`src/rtl/multi_button_debouncer.sv`:
```
// multi_button_debouncer
//   N_CH-channel push-button debouncer. Each channel has a 2-flop
//   synchroniser. A press is qualified after DOWN_CYCLES stable-high
//   synchronised samples, and a release after UP_CYCLES stable-low samples.
//   Any sample equal to the current level restarts qualification.
//
// Optional feature: define MULTI_BUTTON_DEBOUNCER_LONG_PRESS_EN to add a
//   per-channel hold counter. That counter fires one long_press strobe
//   HOLD_CYCLES cycles into a qualified press.
//
// Ports
//   clk              : clock, all logic on posedge
//   rst              : synchronous active-high reset
//   button           : raw asynchronous button levels (active-high)
//   debounced_button : qualified level per channel
//   pressed          : one-cycle strobe on a qualified 0->1
//   released         : one-cycle strobe on a qualified 1->0
//   long_press       : one-cycle strobe after HOLD_CYCLES of press
//                      (constant 0 without the macro)

module multi_button_debouncer #(
  parameter int unsigned N_CH        = 4,
  parameter int unsigned DOWN_CYCLES = 5000000,
  parameter int unsigned UP_CYCLES   = 10000,
  parameter int unsigned HOLD_CYCLES = 50000000,
  parameter int unsigned CNT_W       = 32
) (
  input  logic            clk,
  input  logic            rst,
  input  logic [N_CH-1:0] button,
  output logic [N_CH-1:0] debounced_button,
  output logic [N_CH-1:0] pressed,
  output logic [N_CH-1:0] released,
  output logic [N_CH-1:0] long_press
);

  if (N_CH == 0 || DOWN_CYCLES == 0 || UP_CYCLES == 0 || HOLD_CYCLES == 0) begin : g_bad_cfg
    $error("multi_button_debouncer: N_CH and all cycle counts must be >= 1");
  end

  localparam logic [CNT_W-1:0] DOWN_LAST = CNT_W'(DOWN_CYCLES - 1);
  localparam logic [CNT_W-1:0] UP_LAST   = CNT_W'(UP_CYCLES - 1);

  logic [N_CH-1:0]            s1_q, s1_d;
  logic [N_CH-1:0]            s2_q, s2_d;
  logic [N_CH-1:0]            deb_q, deb_d;
  logic [N_CH-1:0]            pressed_q, pressed_d;
  logic [N_CH-1:0]            released_q, released_d;
  logic [N_CH-1:0][CNT_W-1:0] cnt_q, cnt_d;

  always_comb begin
    s1_d       = button;
    s2_d       = s1_q;
    deb_d      = deb_q;
    pressed_d  = '0;
    released_d = '0;
    cnt_d      = cnt_q;
    for (int unsigned i = 0; i < N_CH; i++) begin
      if (s2_q[i] == deb_q[i]) begin
        cnt_d[i] = '0;
      end else if (cnt_q[i] == (deb_q[i] ? UP_LAST : DOWN_LAST)) begin
        // Toggle and clear together, so the next threshold starts from zero.
        deb_d[i]      = ~deb_q[i];
        cnt_d[i]      = '0;
        pressed_d[i]  = ~deb_q[i];
        released_d[i] = deb_q[i];
      end else begin
        cnt_d[i] = cnt_q[i] + CNT_W'(1);
      end
    end
  end

  always_ff @(posedge clk) begin
    if (rst) begin
      s1_q       <= '0;
      s2_q       <= '0;
      deb_q      <= '0;
      pressed_q  <= '0;
      released_q <= '0;
      cnt_q      <= '0;
    end else begin
      s1_q       <= s1_d;
      s2_q       <= s2_d;
      deb_q      <= deb_d;
      pressed_q  <= pressed_d;
      released_q <= released_d;
      cnt_q      <= cnt_d;
    end
  end

  assign debounced_button = deb_q;
  assign pressed          = pressed_q;
  assign released         = released_q;

`ifdef MULTI_BUTTON_DEBOUNCER_LONG_PRESS_EN
  localparam logic [CNT_W-1:0] HOLD_LAST = CNT_W'(HOLD_CYCLES - 1);

  logic [N_CH-1:0][CNT_W-1:0] hold_cnt_q, hold_cnt_d;
  logic [N_CH-1:0]            hold_done_q, hold_done_d;
  logic [N_CH-1:0]            long_press_q, long_press_d;

  // hold_cnt parks at HOLD_LAST; hold_done keeps that parked value from
  // re-firing the strobe on every later cycle of the same press.
  always_comb begin
    hold_cnt_d   = hold_cnt_q;
    hold_done_d  = hold_done_q;
    long_press_d = '0;
    for (int unsigned i = 0; i < N_CH; i++) begin
      if (!deb_q[i]) begin
        hold_cnt_d[i]  = '0;
        hold_done_d[i] = 1'b0;
      end else if (!hold_done_q[i]) begin
        if (hold_cnt_q[i] == HOLD_LAST) begin
          long_press_d[i] = 1'b1;
          hold_done_d[i]  = 1'b1;
        end else begin
          hold_cnt_d[i] = hold_cnt_q[i] + CNT_W'(1);
        end
      end
    end
  end

  always_ff @(posedge clk) begin
    if (rst) begin
      hold_cnt_q   <= '0;
      hold_done_q  <= '0;
      long_press_q <= '0;
    end else begin
      hold_cnt_q   <= hold_cnt_d;
      hold_done_q  <= hold_done_d;
      long_press_q <= long_press_d;
    end
  end

  assign long_press = long_press_q;
`else
  assign long_press = '0;
`endif

endmodule
```
`config.mk`:
```
export PLATFORM = sky130hd
export DESIGN_NAME = multi_button_debouncer
export DESIGN_NICKNAME = d
export VERILOG_FILES = /design/src/rtl/multi_button_debouncer.sv
export SDC_FILE = /design/constraint.sdc
export NUM_CORES = 1
export LEC_CHECK = 0
export ABC_AREA = 0
export CORE_ASPECT_RATIO = 1.4
export CORE_MARGIN = 2
export CORE_UTILIZATION = 66
export DETAILED_ROUTE_END_ITERATION = 10
export PLACE_DENSITY = 0.95
export SKIP_CTS_REPAIR_TIMING = 1
export SYNTH_ARGS = -nofsm -noshare
export SYNTH_HDL_FRONTEND = slang
export SYNTH_SLANG_ARGS = --single-unit
```
`constraint.sdc`:
```
create_clock -name clk -period 4.9 [get_ports clk]
set_input_delay 0.735 -clock clk [delete_from_list [all_inputs] [get_ports clk]]
set_output_delay 0.735 -clock clk [all_outputs]
set_load 0.02 [all_outputs]
```
==> impl_results.md <==
* Total global-route track usage at 30.6%
* Leak pwr at 2.36 nW
* Clock net sink count at 148
* Setup TNS at 0 ps
* Post-synthesis instance total at 758
* Routed wire length at 15700 um
* Register-to-register path setup slack at 1820 ps
* Path class of the lowest-slack min-delay path: flip-flop to flip-flop
* Final design area excluding fillers at 7440 um^2
* Placed Cells at 881
* Via density per instance at 6.17
* Maximum clock rate at 324 MHz
* Seq/Total Area, Yosys at 44.8%
* Run status: finished, final reports clean
* Worst setup path endpoint: cnt_q[101]
* Pwr/cell area at 355 nW/um^2
* Estimated wirelength of the detail-placed design at 9120 um
* Number of port buffers at 17
* First-pass GRT wire length at 26000 um
* Placed inst area at 6810 um^2
* Worst flop-to-flop path startpoint: cnt_q[117]
* Clk_lat worst skew at 430 ps
* Final Slew Violations at 0
* Inserted Diodes at 0
* Total overflow reported by the global router at 0
* Count of maximum capacitance violations at 0
* Number of non-filler instances in the completed layout at 913
* Clk_skew at 6.12 ps
* Area of the die at 10900 um^2
* Chip Width at 88.6 um
* Measured slew at the worst slew-check pin at 1230 ps
* Proportion of layout cells with a drive suffix above 1 at 5.14%
* Area delta synth->final at 12.5%
* Via count at 5633
* Utilization of the core after routing at 75.6%
* Nets at 775
* Iteration-0 DRC Markers at 443
* RD Place Congestion at 0.845
* Number of failing hold endpoints at the final stage at 0
* Shortest clock period the worst path allows after layout at 3080 ps
* Worst VDD drop at 348 uV
* Number of design rule violations left after detail routing at 0
* Mapped Area at 6620 um^2
* Kind of capture point of the worst setup path: flip-flop
* Routed wire length per instance at 17.2 um
* Data required time of the critical path at 5150 ps
* Clock Pin Slew Worst Setup and Hold Paths at 60 ps
* Hold Slack at 435 ps
* Buffer cell driving the clock tree root: sky130_fd_sc_hd__clkbuf_16
* Final Setup Violations at 0
* Placement Rows at 43
* IO Pins at 22
* Syn_area_per_cell at 8.73 um^2
* Cts bufs inserted at 17
* Flops & latches, synth at 148
* Final Cycle Share at 63.0%
* Data arrival time of the critical path at 3340 ps
* Number of warning messages in the yosys log at 0
* H-tree Lvls at 4
* Number of filler instances in the final layout at 575
* Pin count of the biggest net entering global routing at 33
* Launching element type of the critical path: flip-flop
* Initial standard-cell utilization of the core at 67.2%
* Die Height at 122 um
* Number of antenna violations at the first check in global routing at 0
* Clock tree from TritonCTS: built
* Worst r2r dst: cnt_q[101]
* Crit Path Max Fanout at 32
* RSZ-0062 raised after global routing: false
* Worst setup path startpoint: cnt_q[117]
* Classification of the worst setup path: flip-flop to flip-flop
* Core ar. at 9850 um^2
* Maximum count of clock buffers along a single path at 2
* Count of antenna-violating nets left after detailed routing at 0
* Max-slew headroom at the worst pin at 17.9%
* Cell depth of the worst flop-to-flop path at 5
* Synth unique cells at 45
* Vias in the first global route at 5546
* Drt pass-1 iters at 6
[how the worst min path moves through the flow]
stage / end / start / cells past startpoint
2_1_floorplan: s2_q[0] / s1_q[0] / 1
3_3_place_gp: s2_q[3] / s1_q[3] / 1
3_5_place_dp: s2_q[3] / s1_q[3] / 1
4_1_cts: s2_q[3] / s1_q[3] / 1
5_1_grt: s2_q[1] / s1_q[1] / 1
6_report: s2_q[3] / s1_q[3] / 1
[cells by family (layout without fill, tap and decap cells)]
family	after synthesis	in the layout	share of synthesized area [%]
compound gates	18	18	2.29
xor+xnor	117	117	15.5
fa+ha+maj	4	4	0.756
buf+inv	47	64	3.31
flops	148	148	44.8
mux	4	4	0.605
other cells	1	4	0.0567
simple gates	419	419	32.7
[critical path, stage by stage (launching register included)]
cell and delay [ps]:
sky130_fd_sc_hd__dfxtp_1 370, sky130_fd_sc_hd__or4_1 510, sky130_fd_sc_hd__nor4_1 600, sky130_fd_sc_hd__a311oi_1 250
sky130_fd_sc_hd__o21ai_2 1000, sky130_fd_sc_hd__nor2_1 170
[stage by stage]
stage / setup slack [ps] / power [mW]
after detailed placement: 2040 / 1.26
final: 1820 / 2.64
after floorplan: 2770 / 1.26
after global placement: 2160 / 1.26
after global routing: 1650 / 2.70
after CTS: 1870 / 2.64
[cell type report]
type / instances / area [um^2] / area share (%)
clock buffers: 22 / 454 / 6.10
inverters: 15 / 56.3 / 0.757
repair buffers: 17 / 170 / 2.29
flip-flops and latches: 148 / 2960 / 39.8
multi-input cells: 566 / 3450 / 46.4
well taps: 135 / 169 / 2.27
clock inverters: 10 / 179 / 2.40
[report_power, final]
group          total, mW  switching, mW  leakage [nW]  internal [mW]
Combinational     0.0234         0.0162         0.851        0.00717
Clock               1.41          0.498         0.312          0.913
Sequential          1.21        0.00250          1.19           1.21
[state kept, by name, indices dropped and copies added, names as in the netlist]
| name | flops |
|---|---|
| cnt_q | 128 |
| debounced_button | 4 |
| s1_q | 4 |
| released | 4 |
| s2_q | 4 |
| pressed | 4 |
[cells in the mapped netlist (all sizes together)]
master | n | area (um^2)
a2111oi | 1 | 27.5
a211o | 1 | 17.5
a21oi | 5 | 25.0
a311oi | 1 | 8.76
a31oi | 2 | 12.5
a41o | 1 | 10.0
and2 | 5 | 31.3
and3 | 17 | 106
and4 | 20 | 175
and4b | 1 | 10.0
buf | 10 | 78.8
clkbuf | 22 | 83.8
conb | 1 | 3.75
dfxtp | 148 | 2960
ha | 4 | 50.1
inv | 15 | 56.3
mux2i | 4 | 40.0
nand2 | 47 | 176
nand2b | 7 | 43.8
nand3 | 44 | 220
nand3b | 3 | 22.5
nand4 | 28 | 175
nand4b | 8 | 70.1
nor2 | 153 | 574
nor2b | 11 | 68.8
nor3 | 20 | 100
nor3b | 2 | 15.0
nor4 | 29 | 188
nor4b | 3 | 26.3
o2111ai | 2 | 17.5
o211a | 1 | 10.0
o21ai | 3 | 15.0
o31ai | 1 | 7.51
or2 | 3 | 18.8
or3 | 4 | 25.0
or4 | 10 | 78.8
or4b | 4 | 40.0
xnor2 | 63 | 552
xor2 | 54 | 473
[per-layer routing]
layer	routed length [um]	GRT usage [%]	vias up
met2	7870	51.1	280
met1	6030	34.5	2653
met4	800	17.0	0
met5	0	0	-
li1	-	-	2604
met3	978	8.68	96
[cells in the final DEF (no fill, tap or decap), drive strengths merged, types with 4 or more instances in the layout]
cell type / instances
nor4: 29
clkinv: 5
mux2i: 4
nor3: 20
conb: 4
inv: 15
bufinv: 5
nand2b: 7
a21oi: 5
or3: 4
clkdlybuf4s50: 17
dfxtp: 148
nor2b: 11
or4: 10
xnor2: 63
nand3: 44
nand4: 28
and4: 20
nand2: 47
ha: 4
nor2: 153
and3: 17
or4b: 4
xor2: 54
clkbuf: 22
and2: 5
nand4b: 8
Power figures use the tool's default switching activity.
